$ cat config.mk
export PLATFORM = sky130hd
export DESIGN_NAME = pick_seq_ctrl
export DESIGN_NICKNAME = d
export VERILOG_FILES = /design/src/rtl/pick_seq_pkg.sv /design/src/rtl/step_timer.sv /design/src/rtl/pick_seq_ctrl.sv
export SDC_FILE = /design/constraint.sdc
export NUM_CORES = 1
export LEC_CHECK = 0
export ABC_CLOCK_PERIOD_IN_PS = 4400
export CELL_PAD_IN_SITES_DETAIL_PLACEMENT = 2
export CELL_PAD_IN_SITES_GLOBAL_PLACEMENT = 2
export CORE_MARGIN = 2
export CORE_UTILIZATION = 27
export CTS_CLUSTER_SIZE = 28
export DETAILED_ROUTE_END_ITERATION = 16
export GPL_TIMING_DRIVEN = 0
export PLACE_DENSITY_LB_ADDON = 0.1
export SLEW_MARGIN = 20
export SYNTH_ARGS = -nofsm -noshare
export SYNTH_HDL_FRONTEND = slang
export SYNTH_SLANG_ARGS = --single-unit
$ cat constraint.sdc
create_clock -name i_clk -period 4.4 [get_ports i_clk]
set_clock_uncertainty 0.05 [all_clocks]
set_input_delay 0.66 -clock i_clk [delete_from_list [all_inputs] [get_ports i_clk]]
set_output_delay 0.66 -clock i_clk [all_outputs]
set_load 0.05 [all_outputs]
$ cat src/rtl/pick_seq_pkg.sv
// Shared definitions for the pick-and-place sequencer.
// Contents:
//   state_t     - sequencer states, in job order, followed by the recovery states
//   HOME_Y      - arm Y reach when stowed (L1+L2), Q16.16 cm
//   PARK_X/Y    - arm park pose used while the table returns, Q16.16 cm
//   dwellLimit  - maps a programmed dwell to the cycle count it really occupies
package pick_seq_pkg;

    typedef enum logic [3:0] {
        IDLE,
        HOME,
        MOVE,
        OPEN,
        REACH,
        GRASP,
        PARK,
        RETURN,
        RELEASE,
        STOW,
        DONE,
        RECOVER,
        FAULT
    } state_t;

    localparam logic [31:0] HOME_Y = 32'h0019_6666;
    localparam logic [31:0] PARK_X = 32'd289057;
    localparam logic [31:0] PARK_Y = 32'd1639325;

    // A dwell state always lasts at least one cycle, so a programmed 0 is
    // treated as 1.
    function automatic logic [31:0] dwellLimit(input logic [31:0] d);
        return (d == 32'd0) ? 32'd1 : d;
    endfunction

endpackage

$ cat src/rtl/step_timer.sv
// Step timer shared by the dwell and table-timeout logic.
// Ports:
//   i_clk, i_rst  - clock, synchronous active-high reset
//   i_clear       - restart the count at 0 on the next edge (state entry)
//   i_en          - count enable
//   i_limit       - number of cycles the current step may last
//   o_count       - cycles spent in the current step (0 in the entry cycle)
//   o_expired     - high in the last cycle of a step of i_limit cycles
module step_timer (
    input  logic        i_clk,
    input  logic        i_rst,
    input  logic        i_clear,
    input  logic        i_en,
    input  logic [31:0] i_limit,
    output logic [31:0] o_count,
    output logic        o_expired
);

    logic [31:0] r_count;

    // The count saturates rather than wrapping, so a stuck step can never
    // look freshly started again.
    always_ff @(posedge i_clk) begin
        if (i_rst || i_clear) begin
            r_count <= '0;
        end else if (i_en && (r_count != '1)) begin
            r_count <= r_count + 32'd1;
        end
    end

    // Compared one cycle early so the owning state leaves on the edge that
    // ends its i_limit-th cycle; 33 bits keep the +1 from overflowing.
    assign o_expired = ({1'b0, r_count} + 33'd1) >= {1'b0, i_limit};
    assign o_count   = r_count;

endmodule

$ cat src/rtl/pick_seq_ctrl.sv
// Sequencer for one pick-and-place job: table home, table move to z, open,
// reach to (x,y), grasp, park, table return, release, stow, done.
// Ports:
//   i_clk, i_rst                  - clock, synchronous active-high reset
//   i_job_valid/o_job_ready       - job handshake, i_job_x/y/z target (Q16.16)
//   i_abort                       - level; cancel job (or leave FAULT)
//   i_table_busy                  - slide table moving
//   o_table_start/o_table_back    - one-cycle table command pulses
//   o_table_dest                  - table destination
//   o_arm_x/o_arm_y/o_arm_en      - arm IK target and follow enable
//   o_grip                        - 1 = gripper open
//   o_busy/o_done/o_job_clr/o_err - status
module pick_seq_ctrl #(
    parameter logic [31:0] T_ARM   = 32'd50_000_000,
    parameter logic [31:0] T_GRIP  = 32'd25_000_000,
    parameter logic [31:0] T_TABLE = 32'd500_000_000,
    parameter logic [7:0]  T_BLANK = 8'd4
) (
    input  logic        i_clk,
    input  logic        i_rst,
    input  logic        i_job_valid,
    output logic        o_job_ready,
    input  logic [31:0] i_job_x,
    input  logic [31:0] i_job_y,
    input  logic [31:0] i_job_z,
    input  logic        i_abort,
    input  logic        i_table_busy,
    output logic        o_table_start,
    output logic        o_table_back,
    output logic [31:0] o_table_dest,
    output logic [31:0] o_arm_x,
    output logic [31:0] o_arm_y,
    output logic        o_arm_en,
    output logic        o_grip,
    output logic        o_busy,
    output logic        o_done,
    output logic        o_job_clr,
    output logic        o_err
);

    import pick_seq_pkg::*;

    state_t      r_state;
    state_t      w_next_state;
    logic [31:0] r_job_x, r_job_y, r_job_z;
    logic        r_job_ready, r_table_start, r_table_back, r_arm_en, r_grip;
    logic        r_busy, r_done, r_err;
    logic [31:0] r_table_dest, r_arm_x, r_arm_y;

    logic        w_accept, w_enter, w_table_ok, w_expired, w_abortable;
    logic [31:0] w_limit, w_count;
    logic        w_job_ready, w_table_start, w_table_back, w_grip;
    logic        w_busy, w_done, w_err;
    logic [31:0] w_table_dest, w_arm_x, w_arm_y;

    // Every state change restarts the timer, so each step measures its own
    // dwell or timeout from its entry edge (the pulse cycle for table steps).
    step_timer u_timer (
        .i_clk     (i_clk),
        .i_rst     (i_rst),
        .i_clear   (w_enter),
        .i_en      (1'b1),
        .i_limit   (w_limit),
        .o_count   (w_count),
        .o_expired (w_expired)
    );

    // Timer limit for the state currently occupied; table steps use the
    // move timeout.
    always_comb begin
        w_limit = T_TABLE;
        case (r_state)
            OPEN, GRASP, RELEASE: w_limit = dwellLimit(T_GRIP);
            REACH, PARK, STOW:    w_limit = dwellLimit(T_ARM);
            default:              w_limit = T_TABLE;
        endcase
    end

    assign w_accept    = i_job_valid && r_job_ready && (r_state == IDLE);
    assign w_table_ok  = (w_count >= {24'd0, T_BLANK}) && !i_table_busy;
    assign w_abortable = (r_state != IDLE) && (r_state != FAULT) && (r_state != RECOVER);
    assign w_enter     = (w_next_state != r_state);

    // Next-state logic: table steps finish on an idle table after blanking
    // (taking precedence over a simultaneous timeout); abort overrides
    // everything, including a timeout in the same cycle.
    always_comb begin
        w_next_state = r_state;
        case (r_state)
            IDLE:    if (w_accept) w_next_state = HOME;
            HOME:    if (w_table_ok) w_next_state = MOVE;
                     else if (w_expired) w_next_state = FAULT;
            MOVE:    if (w_table_ok) w_next_state = OPEN;
                     else if (w_expired) w_next_state = FAULT;
            OPEN:    if (w_expired) w_next_state = REACH;
            REACH:   if (w_expired) w_next_state = GRASP;
            GRASP:   if (w_expired) w_next_state = PARK;
            PARK:    if (w_expired) w_next_state = RETURN;
            RETURN:  if (w_table_ok) w_next_state = RELEASE;
                     else if (w_expired) w_next_state = FAULT;
            RELEASE: if (w_expired) w_next_state = STOW;
            STOW:    if (w_expired) w_next_state = DONE;
            DONE:    w_next_state = IDLE;
            RECOVER: if (w_table_ok) w_next_state = IDLE;
                     else if (w_expired) w_next_state = FAULT;
            FAULT:   if (i_abort) w_next_state = IDLE;
            default: w_next_state = IDLE;
        endcase
        if (i_abort && w_abortable) begin
            w_next_state = RECOVER;
        end
    end

    // Output values for the coming cycle. Actuator outputs hold unless the
    // state being entered sets them; pulses fire only on entry.
    always_comb begin
        w_job_ready   = (w_next_state == IDLE);
        w_busy        = (w_next_state != IDLE);
        w_err         = (w_next_state == FAULT);
        w_table_start = 1'b0;
        w_table_back  = 1'b0;
        w_done        = 1'b0;
        w_table_dest  = r_table_dest;
        w_arm_x       = r_arm_x;
        w_arm_y       = r_arm_y;
        w_grip        = r_grip;
        if (w_enter) begin
            case (w_next_state)
                HOME, RETURN: w_table_back = 1'b1;
                MOVE: begin
                    w_table_start = 1'b1;
                    w_table_dest  = r_job_z;
                end
                OPEN, RELEASE: w_grip = 1'b1;
                REACH: begin
                    w_arm_x = r_job_x;
                    w_arm_y = r_job_y;
                end
                GRASP: w_grip = 1'b0;
                PARK: begin
                    w_arm_x = PARK_X;
                    w_arm_y = PARK_Y;
                end
                RECOVER: begin
                    w_table_back = 1'b1;
                    w_grip       = 1'b0;
                    w_arm_x      = '0;
                    w_arm_y      = HOME_Y;
                end
                STOW, FAULT: begin
                    w_grip  = 1'b0;
                    w_arm_x = '0;
                    w_arm_y = HOME_Y;
                end
                DONE: w_done = 1'b1;
                default: ;
            endcase
        end
    end

    // State register.
    always_ff @(posedge i_clk) begin
        if (i_rst) begin
            r_state <= IDLE;
        end else begin
            r_state <= w_next_state;
        end
    end

    // Output registers and the job latch; reset drops any in-flight pulse
    // and discards the latched job.
    always_ff @(posedge i_clk) begin
        if (i_rst) begin
            r_job_ready   <= 1'b0;
            r_table_start <= 1'b0;
            r_table_back  <= 1'b0;
            r_table_dest  <= '0;
            r_arm_x       <= '0;
            r_arm_y       <= HOME_Y;
            r_arm_en      <= 1'b1;
            r_grip        <= 1'b0;
            r_busy        <= 1'b0;
            r_done        <= 1'b0;
            r_err         <= 1'b0;
            r_job_x       <= '0;
            r_job_y       <= '0;
            r_job_z       <= '0;
        end else begin
            r_job_ready   <= w_job_ready;
            r_table_start <= w_table_start;
            r_table_back  <= w_table_back;
            r_table_dest  <= w_table_dest;
            r_arm_x       <= w_arm_x;
            r_arm_y       <= w_arm_y;
            r_arm_en      <= 1'b1;
            r_grip        <= w_grip;
            r_busy        <= w_busy;
            r_done        <= w_done;
            r_err         <= w_err;
            if (w_accept) begin
                r_job_x <= i_job_x;
                r_job_y <= i_job_y;
                r_job_z <= i_job_z;
            end
        end
    end

    assign o_job_ready   = r_job_ready;
    assign o_table_start = r_table_start;
    assign o_table_back  = r_table_back;
    assign o_table_dest  = r_table_dest;
    assign o_arm_x       = r_arm_x;
    assign o_arm_y       = r_arm_y;
    assign o_arm_en      = r_arm_en;
    assign o_grip        = r_grip;
    assign o_busy        = r_busy;
    assign o_done        = r_done;
    assign o_job_clr     = r_done;
    assign o_err         = r_err;

endmodule

==> run_results.csv <==
group,metric,value,unit
outcome,status,"complete, but fails checks",
outcome,violations,"setup timing",
drt,ant_nets,0,
drt,post_drt_wl_per_cell,19.7,um
grt,grt_use_met1,24.5,%
power_and_ir_drop,p_per_area,381,mW/mm^2
yosys,ys_types,69,
critical_path,cp_max_fo,5,
grt,antenna_found_initial,5,
power_and_ir_drop,power.leakage,5.97,nW
critical_path,crit_required,4.81,ns
grt,grt.busiest_layer,"met2",
finish,layout.cells.non_filler,2078,
critical_path,critPathArrivalTime,5.19,ns
floorplan,initial_core_util,27.3,%
drt,dr_total_vias,10020,
drt,drtIter0Drc,365,
finish,drive_gt1_share,18.6,%
drt,viasPerCell,4.82,
power_and_ir_drop,power.total,5.89,mW
floorplan,core,0.0376,sq mm
floorplan,ios,206,
floorplan,fp-row-count,71,
drt,drt_pass1_iterations,4,
grt,grt_overflow,0,
grt,grtUsageMet2,33.8,%
grt,grt_pass1_wl,61200,um
finish,final_util,41.2,%
cts,root_buffer,"clkbuf_16",
yosys,yosysTopAreaCell,"dfxtp_1",
finish,postLayoutCellArea,0.0155,sq mm
cts,h-tree-depth,1,
yosys,synth-edff-count,0,
yosys,yosysTopAreaCellShare,45.8,%
yosys,syn_area_per_cell,8.37,sq um
grt,grt_usage,19.9,%
floorplan,chipWidth,199,um
critical_path,setup.worst_path.class,"reg -> reg",
yosys,synth_seq_cells,235,
critical_path,worst-path-buf-inv,5,
critical_path,cp_slowest_stage_delay,0.53,ns
sta,setup_viol,127,
cts,clk_latency,0.58,ns
cts,clock_sinks,235,
cts,cts_tree,"built",
grt,grt_max_degree,16,
placement,dp_cells,1942,
sta,hold_viol,0,
yosys,async_flop_share,0,%
yosys,yosys_warnings,0,
sta,slew_viol_final,0,
placement,portBuffers,204,
cts,cts_hold_buf,0,
critical_path,crit_path_end_kind,"register",
drt,wl,41000,um
min_path,hold_path_class,"reg -> reg",
sta,rsz0062_at_grt,"true",
sta,tightest_slew,0.866,ns
floorplan,die_h,199,um
yosys,synthTopCellsByArea,"dfxtp_1 (46%), nand2_1 (12%), mux2i_1 (7.9%)",
placement,dp_hpwl,28000,um
finish,areaGrowthSynthToFinish,50.5,%
critical_path,cp_top_family,"simple AND/OR/NAND/NOR gates",
grt,grt_pass1_vias,10867,
floorplan,die-area,0.0396,sq mm
sta,finalWorstSetupSlack,-0.381,ns
yosys,syn-num-nets,1349,
sta,min_period,4.78,ns
placement,place_congestion,0.776,
cts,clockBufferDepth,3,
finish,fin_nets,1666,
critical_path,path_cells,"and4_4 -> and4_4 -> nand2_4 -> inv_4 -> and3_4 -> xnor2_4 -> inv_2 -> ha_4 -> nand4_1 -> or4_4 -> nor3_4 -> o221ai_2 -> a211oi_2 -> or3_4 -> o2111a_2 -> buf_6 -> o211ai_1 -> buf_4 -> a21oi_4 -> nand2_4 -> clkbuf_16 -> o221a_1",
sta,max_freq,0.209,GHz
sta,maxSlewHeadroom,42.2,%
power_and_ir_drop,vdd_drop_max,0.276,mV
critical_path,cp_slowest_cell,"or4_4",
placement,dpl_cell_area,0.0130,sq mm
placement,dpl_worst_slack,-1.32,ns
yosys,syn_inst,1227,
critical_path,crit_path_start_kind,"register",
yosys,ys.flop_type,"dfxtp_1",
sta,post-route-period-util,109,%
flow_run,drv_cap,0,
cts,clkTransAtPathRegs,0.06,ns
yosys,synth_area,0.0103,sq mm
grt,use_met3,5.62,%
cts,cts-buffers-inserted,29,
drt,drc,0,
yosys,yosysSeqAreaShare,45.8,%
## cells in the final DEF (no fill, tap or decap), types with 6 or more instances in the layout
cell type / netlist / routed
nand2_1: 321 / 305
dfxtp_1: 235 / 210
clkdlybuf4s50_1: 0 / 204
a21oi_1: 147 / 142
mux2i_1: 81 / 79
buf_4: 6 / 74
nor2_1: 72 / 70
clkbuf_1: 56 / 52
clkbuf_16: 0 / 35
inv_1: 32 / 26
o21ai_0: 20 / 18
xnor2_1: 21 / 17
nand3_1: 16 / 15
ha_1: 21 / 15
dfxtp_2: 0 / 15
buf_12: 0 / 14
nand2_2: 1 / 11
nor4_1: 11 / 11
nand4_1: 10 / 10
dfxtp_4: 0 / 10
buf_6: 4 / 9
nor3_1: 16 / 9
and4_1: 13 / 8
clkbuf_8: 0 / 8
and3_1: 10 / 8
nor2b_1: 10 / 8
o211ai_1: 7 / 7
clkinv_2: 0 / 7
xor2_1: 8 / 6
a22oi_2: 0 / 6
o221a_4: 0 / 6
ha_4: 0 / 6
## synthesized netlist by cell type, drive strengths merged, types with 3 or more instances
cell	n
nand2	322
dfxtp	235
a21oi	150
mux2i	81
nor2	73
clkbuf	56
inv	33
buf	27
ha	21
o21ai	21
xnor2	21
nor3	17
nand3	16
o221a	14
and4	13
nor4	12
nand4	11
and3	10
nor2b	10
o211ai	8
xor2	8
a22oi	7
and2	6
o21a	6
o31ai	6
a211oi	4
or3	4
a31oi	3
a32oi	3
o221ai	3
## metal layers
layer,share of wire (%),vias to the layer above
met1,43,4938
met4,2.0,4
met5,0.080,-
met3,6.2,55
met2,49,191
li1,-,4832
## registers in the layout, indices dropped and copies added, names as in the netlist, 4 cells and up
signal / cells
o_table_dest: 32
o_arm_x: 32
o_arm_y: 32
r_job_z: 32
r_state: 4
r_job_x: 32
r_job_y: 32
u_timer.o_count: 32
## tightest hold or removal path, delay by kind of cell (launching register included)
kind             cells  cell delay, ns
DFF                  1            0.31
and+or+nand+nor      1            0.05
muxes                1            0.05
## power breakdown
group	internal [mW]	leakage [nW]	switching, mW	total (mW)
logic	0.465	3.60	0.731	1.20
clock network	1.33	0.455	0.987	2.31
registers	2.27	1.92	0.103	2.38
total	4.07	5.97	1.82	5.89
## metrics by stage
stage,hold WS (ns),TNS (ns)
2_1_floorplan,0.385,0
3_3_place_gp,0.393,-153.99
3_5_place_dp,0.399,-157.05
4_1_cts,0.407,-27.82
5_1_grt,0.429,-56.49
6_report,0.404,-30.41
## worst paths after layout
kind,from,endpoint,depth (start not counted),slack (ns)
hold reg to reg,r_job_y[23],o_arm_y[23],2,0.40
hold / removal,r_job_y[23],o_arm_y[23],2,0.40
setup reg to reg,u_timer.o_count[10],o_arm_x[5],22,-0.38
setup / recovery,u_timer.o_count[10],o_arm_x[5],22,-0.38
## kinds of logic after synthesis
logic type	Yosys count	share of synthesized area [%]
AOI/OAI and AO/OA	245	14.9
xor gates and xnor gates	29	2.47
adders and majority gates	21	2.56
buffers and inverters	116	5.16
DFF	235	45.8
muxes	81	7.89
other	1	0.0365
and+or+nand+nor	499	21.1
## timing repair
item | 4_1_cts | 5_1_grt
hold endpoints to repair | 0 | 0
setup endpoints to repair | 139 | 136
gates cloned | 2 | 6
gates resized for setup | 124 | 83
setup buffers | 57 | 24
pin swaps | 28 | 37
## area by class of cell
| cell class | instances | area (sq um) |
|---|---|---|
| Fill cell | 4130 | 22100 |
| Multi-Input combinational cell | 876 | 5580 |
| Sequential cell | 235 | 4760 |
| Timing Repair Buffer | 291 | 2890 |
| Clock buffer | 41 | 841 |
| Tap cell | 511 | 639 |
| Buffer | 78 | 547 |
| Inverter | 33 | 130 |
| Clock inverter | 10 | 71.3 |
| Antenna cell | 3 | 7.51 |
(Power assumes the default switching activity.)
